[src/rtl/bcd_target_gen_pkg.sv]
// Shared definitions for the BCD target generator: FSM encoding, LFSR constants
// and the BCD-to-binary weighting helper.
package bcd_target_gen_pkg;

  typedef enum logic [2:0] {
    S_IDLE   = 3'd0,
    S_GEN_D3 = 3'd1,
    S_GEN_D2 = 3'd2,
    S_GEN_D1 = 3'd3,
    S_GEN_D0 = 3'd4,
    S_CHECK  = 3'd5,
    S_DONE   = 3'd6
  } state_t;

  localparam logic [15:0] LFSR_TAPS    = 16'hB400;
  localparam logic [15:0] DEFAULT_SEED = 16'hACE1;

  localparam logic [13:0] W_THOU = 14'd1000;
  localparam logic [13:0] W_HUND = 14'd100;
  localparam logic [13:0] W_TEN  = 14'd10;
  localparam logic [13:0] W_ONE  = 14'd1;

  localparam logic [3:0] DIGIT_MAX = 4'd9;

  // Largest possible result is 9999, so 14 bits never overflow.
  function automatic logic [13:0] bcd_weight_sum(input logic [3:0] d3, input logic [3:0] d2,
                                                 input logic [3:0] d1, input logic [3:0] d0);
    return 14'(d3) * W_THOU + 14'(d2) * W_HUND + 14'(d1) * W_TEN + 14'(d0) * W_ONE;
  endfunction

endpackage

[src/rtl/bcd_target_gen_lfsr.sv]
// Free-running 16-bit Galois LFSR (x^16+x^14+x^13+x^11+1) with seed load.
// An all-zero load would lock the register, so the default seed is substituted.
module galois_lfsr16
  import bcd_target_gen_pkg::*;
#(
  parameter logic [15:0] SEED = DEFAULT_SEED
) (
  input  logic        clk,
  input  logic        reset,
  input  logic        load,
  input  logic [15:0] load_val,
  output logic [15:0] q
);

  logic [15:0] r_q;

  always_ff @(posedge clk) begin
    if (reset) begin
      r_q <= SEED;
    end else if (load) begin
      r_q <= (load_val == '0) ? SEED : load_val;
    end else begin
      r_q <= {1'b0, r_q[15:1]} ^ (r_q[0] ? LFSR_TAPS : '0);
    end
  end

  assign q = r_q;

endmodule

[src/rtl/bcd_target_gen.sv]
// Pseudo-random 4-digit BCD target generator: rejection-samples LFSR nibbles
// into digits, range-checks the weighted value, and presents it with a valid pulse.
module bcd_target_gen
  import bcd_target_gen_pkg::*;
#(
  parameter logic [15:0] SEED      = DEFAULT_SEED,
  parameter int unsigned MAX_VALUE = 9999
) (
  input  logic        clk,
  input  logic        reset,
  input  logic        req,
  input  logic        seed_load,
  input  logic [15:0] seed_in,
  output logic        busy,
  output logic        valid,
  output logic [3:0]  d3,
  output logic [3:0]  d2,
  output logic [3:0]  d1,
  output logic [3:0]  d0,
  output logic [13:0] target_bin,
  output logic [15:0] lfsr_q
);

  localparam logic [13:0] MAX14 = 14'(MAX_VALUE);

  state_t      r_state;
  logic        r_busy;
  logic        r_valid;
  logic [3:0]  r_s3, r_s2, r_s1, r_s0;
  logic [3:0]  r_d3, r_d2, r_d1, r_d0;
  logic [13:0] r_bin;

  logic [15:0] w_lfsr;
  logic [3:0]  w_cand;
  logic        w_ok;
  logic [13:0] w_sum;

  galois_lfsr16 #(.SEED(SEED)) u_lfsr (
    .clk      (clk),
    .reset    (reset),
    .load     (seed_load),
    .load_val (seed_in),
    .q        (w_lfsr)
  );

  assign w_cand = w_lfsr[3:0];
  assign w_ok   = (w_cand <= DIGIT_MAX);
  assign w_sum  = bcd_weight_sum(r_s3, r_s2, r_s1, r_s0);

  always_ff @(posedge clk) begin
    if (reset) begin
      r_state <= S_IDLE;
      r_busy  <= 1'b0;
      r_valid <= 1'b0;
      r_s3    <= '0;
      r_s2    <= '0;
      r_s1    <= '0;
      r_s0    <= '0;
      r_d3    <= '0;
      r_d2    <= '0;
      r_d1    <= '0;
      r_d0    <= '0;
      r_bin   <= '0;
    end else begin
      case (r_state)
        S_IDLE: begin
          if (req) begin
            r_state <= S_GEN_D3;
            r_busy  <= 1'b1;
          end
        end
        S_GEN_D3: if (w_ok) begin r_s3 <= w_cand; r_state <= S_GEN_D2; end
        S_GEN_D2: if (w_ok) begin r_s2 <= w_cand; r_state <= S_GEN_D1; end
        S_GEN_D1: if (w_ok) begin r_s1 <= w_cand; r_state <= S_GEN_D0; end
        S_GEN_D0: if (w_ok) begin r_s0 <= w_cand; r_state <= S_CHECK;  end
        S_CHECK: begin
          if (w_sum > MAX14) begin
            r_state <= S_GEN_D3;
          end else begin
            // Outputs load on the DONE transition so they coincide with valid.
            r_state <= S_DONE;
            r_valid <= 1'b1;
            r_d3    <= r_s3;
            r_d2    <= r_s2;
            r_d1    <= r_s1;
            r_d0    <= r_s0;
            r_bin   <= w_sum;
          end
        end
        S_DONE: begin
          r_state <= S_IDLE;
          r_busy  <= 1'b0;
          r_valid <= 1'b0;
        end
        default: begin
          r_state <= S_IDLE;
          r_busy  <= 1'b0;
          r_valid <= 1'b0;
        end
      endcase
    end
  end

  assign busy       = r_busy;
  assign valid      = r_valid;
  assign d3         = r_d3;
  assign d2         = r_d2;
  assign d1         = r_d1;
  assign d0         = r_d0;
  assign target_bin = r_bin;
  assign lfsr_q     = w_lfsr;

endmodule

[config.mk]
export PLATFORM = sky130hd
export DESIGN_NAME = bcd_target_gen
export DESIGN_NICKNAME = d
export VERILOG_FILES = /design/src/rtl/bcd_target_gen_pkg.sv /design/src/rtl/bcd_target_gen_lfsr.sv /design/src/rtl/bcd_target_gen.sv
export SDC_FILE = /design/constraint.sdc
export NUM_CORES = 1
export LEC_CHECK = 0
export BUFFER_PORTS_ARGS = -buffer_cell sky130_fd_sc_hd__buf_2
export CAP_MARGIN = 20
export CORE_UTILIZATION = 45
export DETAILED_ROUTE_END_ITERATION = 10
export GPL_TIMING_DRIVEN = 0
export PLACE_DENSITY = 0.66
export SETUP_SLACK_MARGIN = 0.5
export SLEW_MARGIN = 20
export SYNTH_ARGS = -nofsm -noshare
export SYNTH_HDL_FRONTEND = slang
export SYNTH_SLANG_ARGS = --single-unit
[constraint.sdc]
create_clock -name clk -period 6.4 [get_ports clk]
set_input_delay 0.32 -clock clk [delete_from_list [all_inputs] [get_ports clk]]
set_output_delay 0.32 -clock clk [all_outputs]
set_load 0.01 [all_outputs]
==> impl_metrics.csv <==
group,metric,value,unit
logic_synthesis,ys_types,51,
sta,setup_tns,0,ns
logic_synthesis,synth_enable_flop_cells,0,
worst_setup_path,timing.critical_path.from,"r_s3[2]$_SDFFE_PP0P_",
sta,finalClockSkew,0.008464,ns
logic_synthesis,largest_family_of_logic_cells_by_synthesized_area,"adder cells",
worst_setup_path,r2r-start,"r_s3[2]$_SDFFE_PP0P_",
layout,layout.cells.most_common_list,"sky130_fd_sc_hd__dfxtp_1, sky130_fd_sc_hd__buf_2, sky130_fd_sc_hd__nand2b_1, sky130_fd_sc_hd__ha_1, sky130_fd_sc_hd__inv_1",
sta,max_freq,0.1784,GHz
placement,place.gp.congestion,0.8754,
worst_setup_path,reg2reg_to,"target_bin[11]$_SDFFE_PP0P_",
power_and_ir_drop,vdd_drop_max,0.1608,mV
routing,routed-via-count,3546,
logic_synthesis,synthArstFlopShare,0,
sta,worst_pin_slew,0.7468,ns
sta,final.period_utilization,0.8757,
worst_setup_path,cp_data_required_time,6.63,ns
logic_synthesis,synthesis.instances,466,
clock_network,buffer_type_at_the_clock_tree_root,"sky130_fd_sc_hd__clkbuf_8",
grt,grt_first_pass_wirelength,15.65,mm
worst_setup_path,critPathCapture,"target_bin[11]$_SDFFE_PP0P_",
sta,finalHoldViolations,0,
routing,vias_per_cell,5.238,
worst_setup_path,cp_data_arrival_time,5.84,ns
worst_setup_path,setup.worst_path.end_class,"flop",
worst_setup_path,timing.critical_path.fanout_max,9,
worst_setup_path,most_repeated_library_cell_on_the_critical_path,"sky130_fd_sc_hd__ha_1",
sta,setup_viol,0,
die,design.portCount,68,
die,fp.dieArea,10240,µm²
logic_synthesis,synth_compound_gate_area_share,0.1348,
routing,dr.pass1.iters,4,
die,die_width,101.2,µm
job,drv.max_cap_violation_count,0,
worst_setup_path,crit_type,"reg -> reg",
worst_setup_path,startpoint_type,"flop",
sta,final-max-slew-violation-count,0,
sta,setup_repair_after_global_routing_missed_its_margin,"false",
layout,antenna-diode-count,0,
logic_synthesis,yosys.area_share.adder,0.2238,
run_status,run_status,"completed",
logic_synthesis,synthesis.area,4428,µm²
clock_network,tritoncts.num_buffers,9,
logic_synthesis,post_synth_and_or_nand_nor_area_fraction,0.1667,
clock_network,clock-sinks,66,
logic_synthesis,postSynthNetCount,555,
layout,post-route-cell-area,5177,µm²
layout,fraction_of_final_layout_cells_with_drive_strength_greater_than_1,0.1788,
clock_network,cts_hold_buffers,0,
die,floorplan.core_area,9371,µm²
logic_synthesis,synth_seq_area_share,0.2984,
logic_synthesis,syn_area_per_cell,9.502,µm²
worst_setup_path,cp_slowest_stage_delay,0.63,ns
routing,wl,9.560,mm
logic_synthesis,synth.area.mux_share,0.07940,
logic_synthesis,yosysWarnings,0,
clock_network,cts.clk_slew.worst_paths,0.08,ns
placement,port_buffers,65,
die,die_height,101.2,µm
clock_network,tritoncts,"yes",
worst_setup_path,ff_to_ff_setup_slack,0.80,ns
routing,first_iter_violations,180,
sta,fin_crit,5.604,ns
placement,dpl_cell_area,4915,µm²
die,start_util,0.4725,
worst_setup_path,path_cells,"fa_1 > inv_1 > fa_1 > inv_1 > ha_1 > a21o_1 > a21oi_1 > xor2_1 > ha_1 > ha_1 > ha_1 > a21o_1 > a21oi_1 > or2_2 > o221ai_1 > a311oi_4 > o31a_1 > buf_6 > mux2_2",
sta,timing.max_slew.rel_slack,0.4983,
logic_synthesis,synth_xor_xnor_area_share,0.03956,
grt,antenna_found_initial,0,
grt,globalRouteTotalUtil,0.1976,
layout,area_delta_synth_final,16.93,%
grt,grt_max_degree,13,
logic_synthesis,yosys_register_bits,66,
clock_network,clock_path_buffers,2,
layout,layout.nets,632,
grt,globalRouteOverflowTotal,0,
clock_network,clock_latency_late_sink,0.35,ns
layout,layout_commonest_cell,"sky130_fd_sc_hd__dfxtp_1",
power_and_ir_drop,cellPowerDensity,257.1,nW/µm²
sta,whs,0.2117,ns
placement,detailedPlacementHpwl,7.569,mm
routing,routed_wire_length_per_instance,14.12,µm
logic_synthesis,ys_dominant_reg_cell,"sky130_fd_sc_hd__dfxtp_1",
worst_hold_path,hold_class,"in -> reg",
power_and_ir_drop,leakagePower,2.398,nW
routing,drc_violation_count_after_routing,0,
routing,ant_nets,0,
grt,first_global_vias,3296,
die,fp-row-count,35,
clock_network,cts_max_level,3,
worst_setup_path,cpMaxStageDelayCell,"sky130_fd_sc_hd__fa_1",
worst_setup_path,ff2ff_path_depth,19,
-- flip-flops by register name, indices dropped and copies added, names as in the netlist --
register / cells
busy: 1
d0: 4
d1: 4
d2: 4
d3: 4
r_s0: 4
r_s1: 4
r_s2: 4
r_s3: 4
r_state: 3
target_bin: 13
u_lfsr.q: 16
valid: 1
-- area by class of cell --
cell class | instances | area [µm²]
Clock inverter | 6 | 112.6
Buffer | 21 | 122.6
Clock buffer | 10 | 137.6
Inverter | 35 | 131.4
Sequential cell | 66 | 1321
Multi-Input combinational cell | 344 | 2858
Timing Repair Buffer | 66 | 332.8
Tap cell | 129 | 161.4
Fill cell | 883 | 4194
-- report_power, final --
part | leakage, nW | internal [W] | total (W) | switching [W]
Clock | 0.127 | 0.000271 | 0.000436 | 0.000166
Combinational | 1.73 | 0.000180 | 0.000430 | 0.000249
Sequential | 0.537 | 0.000433 | 0.000465 | 0.0000318
-- logic make-up after synthesis --
logic type,after synthesis
adder cells (fa/ha/maj),69
AO/OA/AOI/OAI,85
XOR/XNOR,20
multiplexers,35
AND/OR/NAND/NOR,135
buffers and inverters,56
flip-flops,66
-- per-stage QoR --
stage                     instances    util  total power, W  setup slack (ns)
after global routing            677  0.5525        0.001418            0.5364
after global placement          660  0.5244       0.0008883            0.7690
final                           677  0.5525        0.001331            0.7957
after CTS                       676  0.5511        0.001340            0.6868
after detailed placement        660  0.5244       0.0008951            0.7302
after floorplan                 466       -       0.0007919             1.278
-- per-layer routing --
metal / vias to the layer above / global-route usage / wire length, µm
li1: 1768 / - / -
met1: 1679 / 0.2516 / 4443
met2: 91 / 0.3359 / 4517
met3: 8 / 0.05038 / 527
met4: 0 / 0.04682 / 71
met5: - / 0 / 0
-- worst min-delay path by stage --
stage | slack (ns) | start | cells past startpoint | end
3_3_place_gp | 0.45 | target_bin[3]$_SDFFE_PP0P_ | 2 | target_bin[3]$_SDFFE_PP0P_
6_report | 0.21 | seed_in[5] | 3 | u_lfsr.q[5]$_SDFF_PP1_
4_1_cts | 0.19 | seed_in[0] | 3 | u_lfsr.q[0]$_SDFF_PP1_
2_1_floorplan | 0.44 | r_s0[0]$_SDFFE_PP0P_ | 2 | r_s0[0]$_SDFFE_PP0P_
5_1_grt | 0.20 | seed_in[0] | 3 | u_lfsr.q[0]$_SDFF_PP1_
3_5_place_dp | 0.46 | target_bin[7]$_SDFFE_PP0P_ | 2 | target_bin[7]$_SDFFE_PP0P_
-- critical path, delay by kind of cell, from the launching register on --
family                   cells  cell delay (ns)
adder cells (fa/ha/maj)      6             2.42
multiplexers                 1             0.35
flip-flops                   1             0.46
XOR/XNOR                     1             0.19
buffers and inverters        3             0.33
AO/OA/AOI/OAI                7             1.57
AND/OR/NAND/NOR              1             0.15
-- cell usage after synthesis, drive strengths merged, types with 2 or more instances --
cell type,n,share of area
fa,17,0.077
ha,52,0.15
a22oi,8,0.014
a211oi,8,0.018
nand2,14,0.012
o211ai,2,0.0034
o31ai,3,0.0051
nand3,7,0.0079
xnor2,11,0.022
nor3,6,0.0068
o21ai,10,0.011
a21oi,27,0.031
dfxtp,66,0.30
o211a,2,0.0045
clkbuf,16,0.014
and2,2,0.0028
xor2,9,0.018
mux2i,34,0.077
nand2b,62,0.088
nor2b,4,0.0057
buf,5,0.014
inv,35,0.030
nor2,28,0.024
o21a,2,0.0034
nor4,5,0.0085
o22ai,9,0.013
or2,2,0.0028
a21o,4,0.0068
-- repair_timing --
item	4_1_cts	5_1_grt
buffers inserted	0	1
resized for setup	0	2
setup endpoints to repair	0	21
No activity file was read; power rests on OpenSTA's default activity.
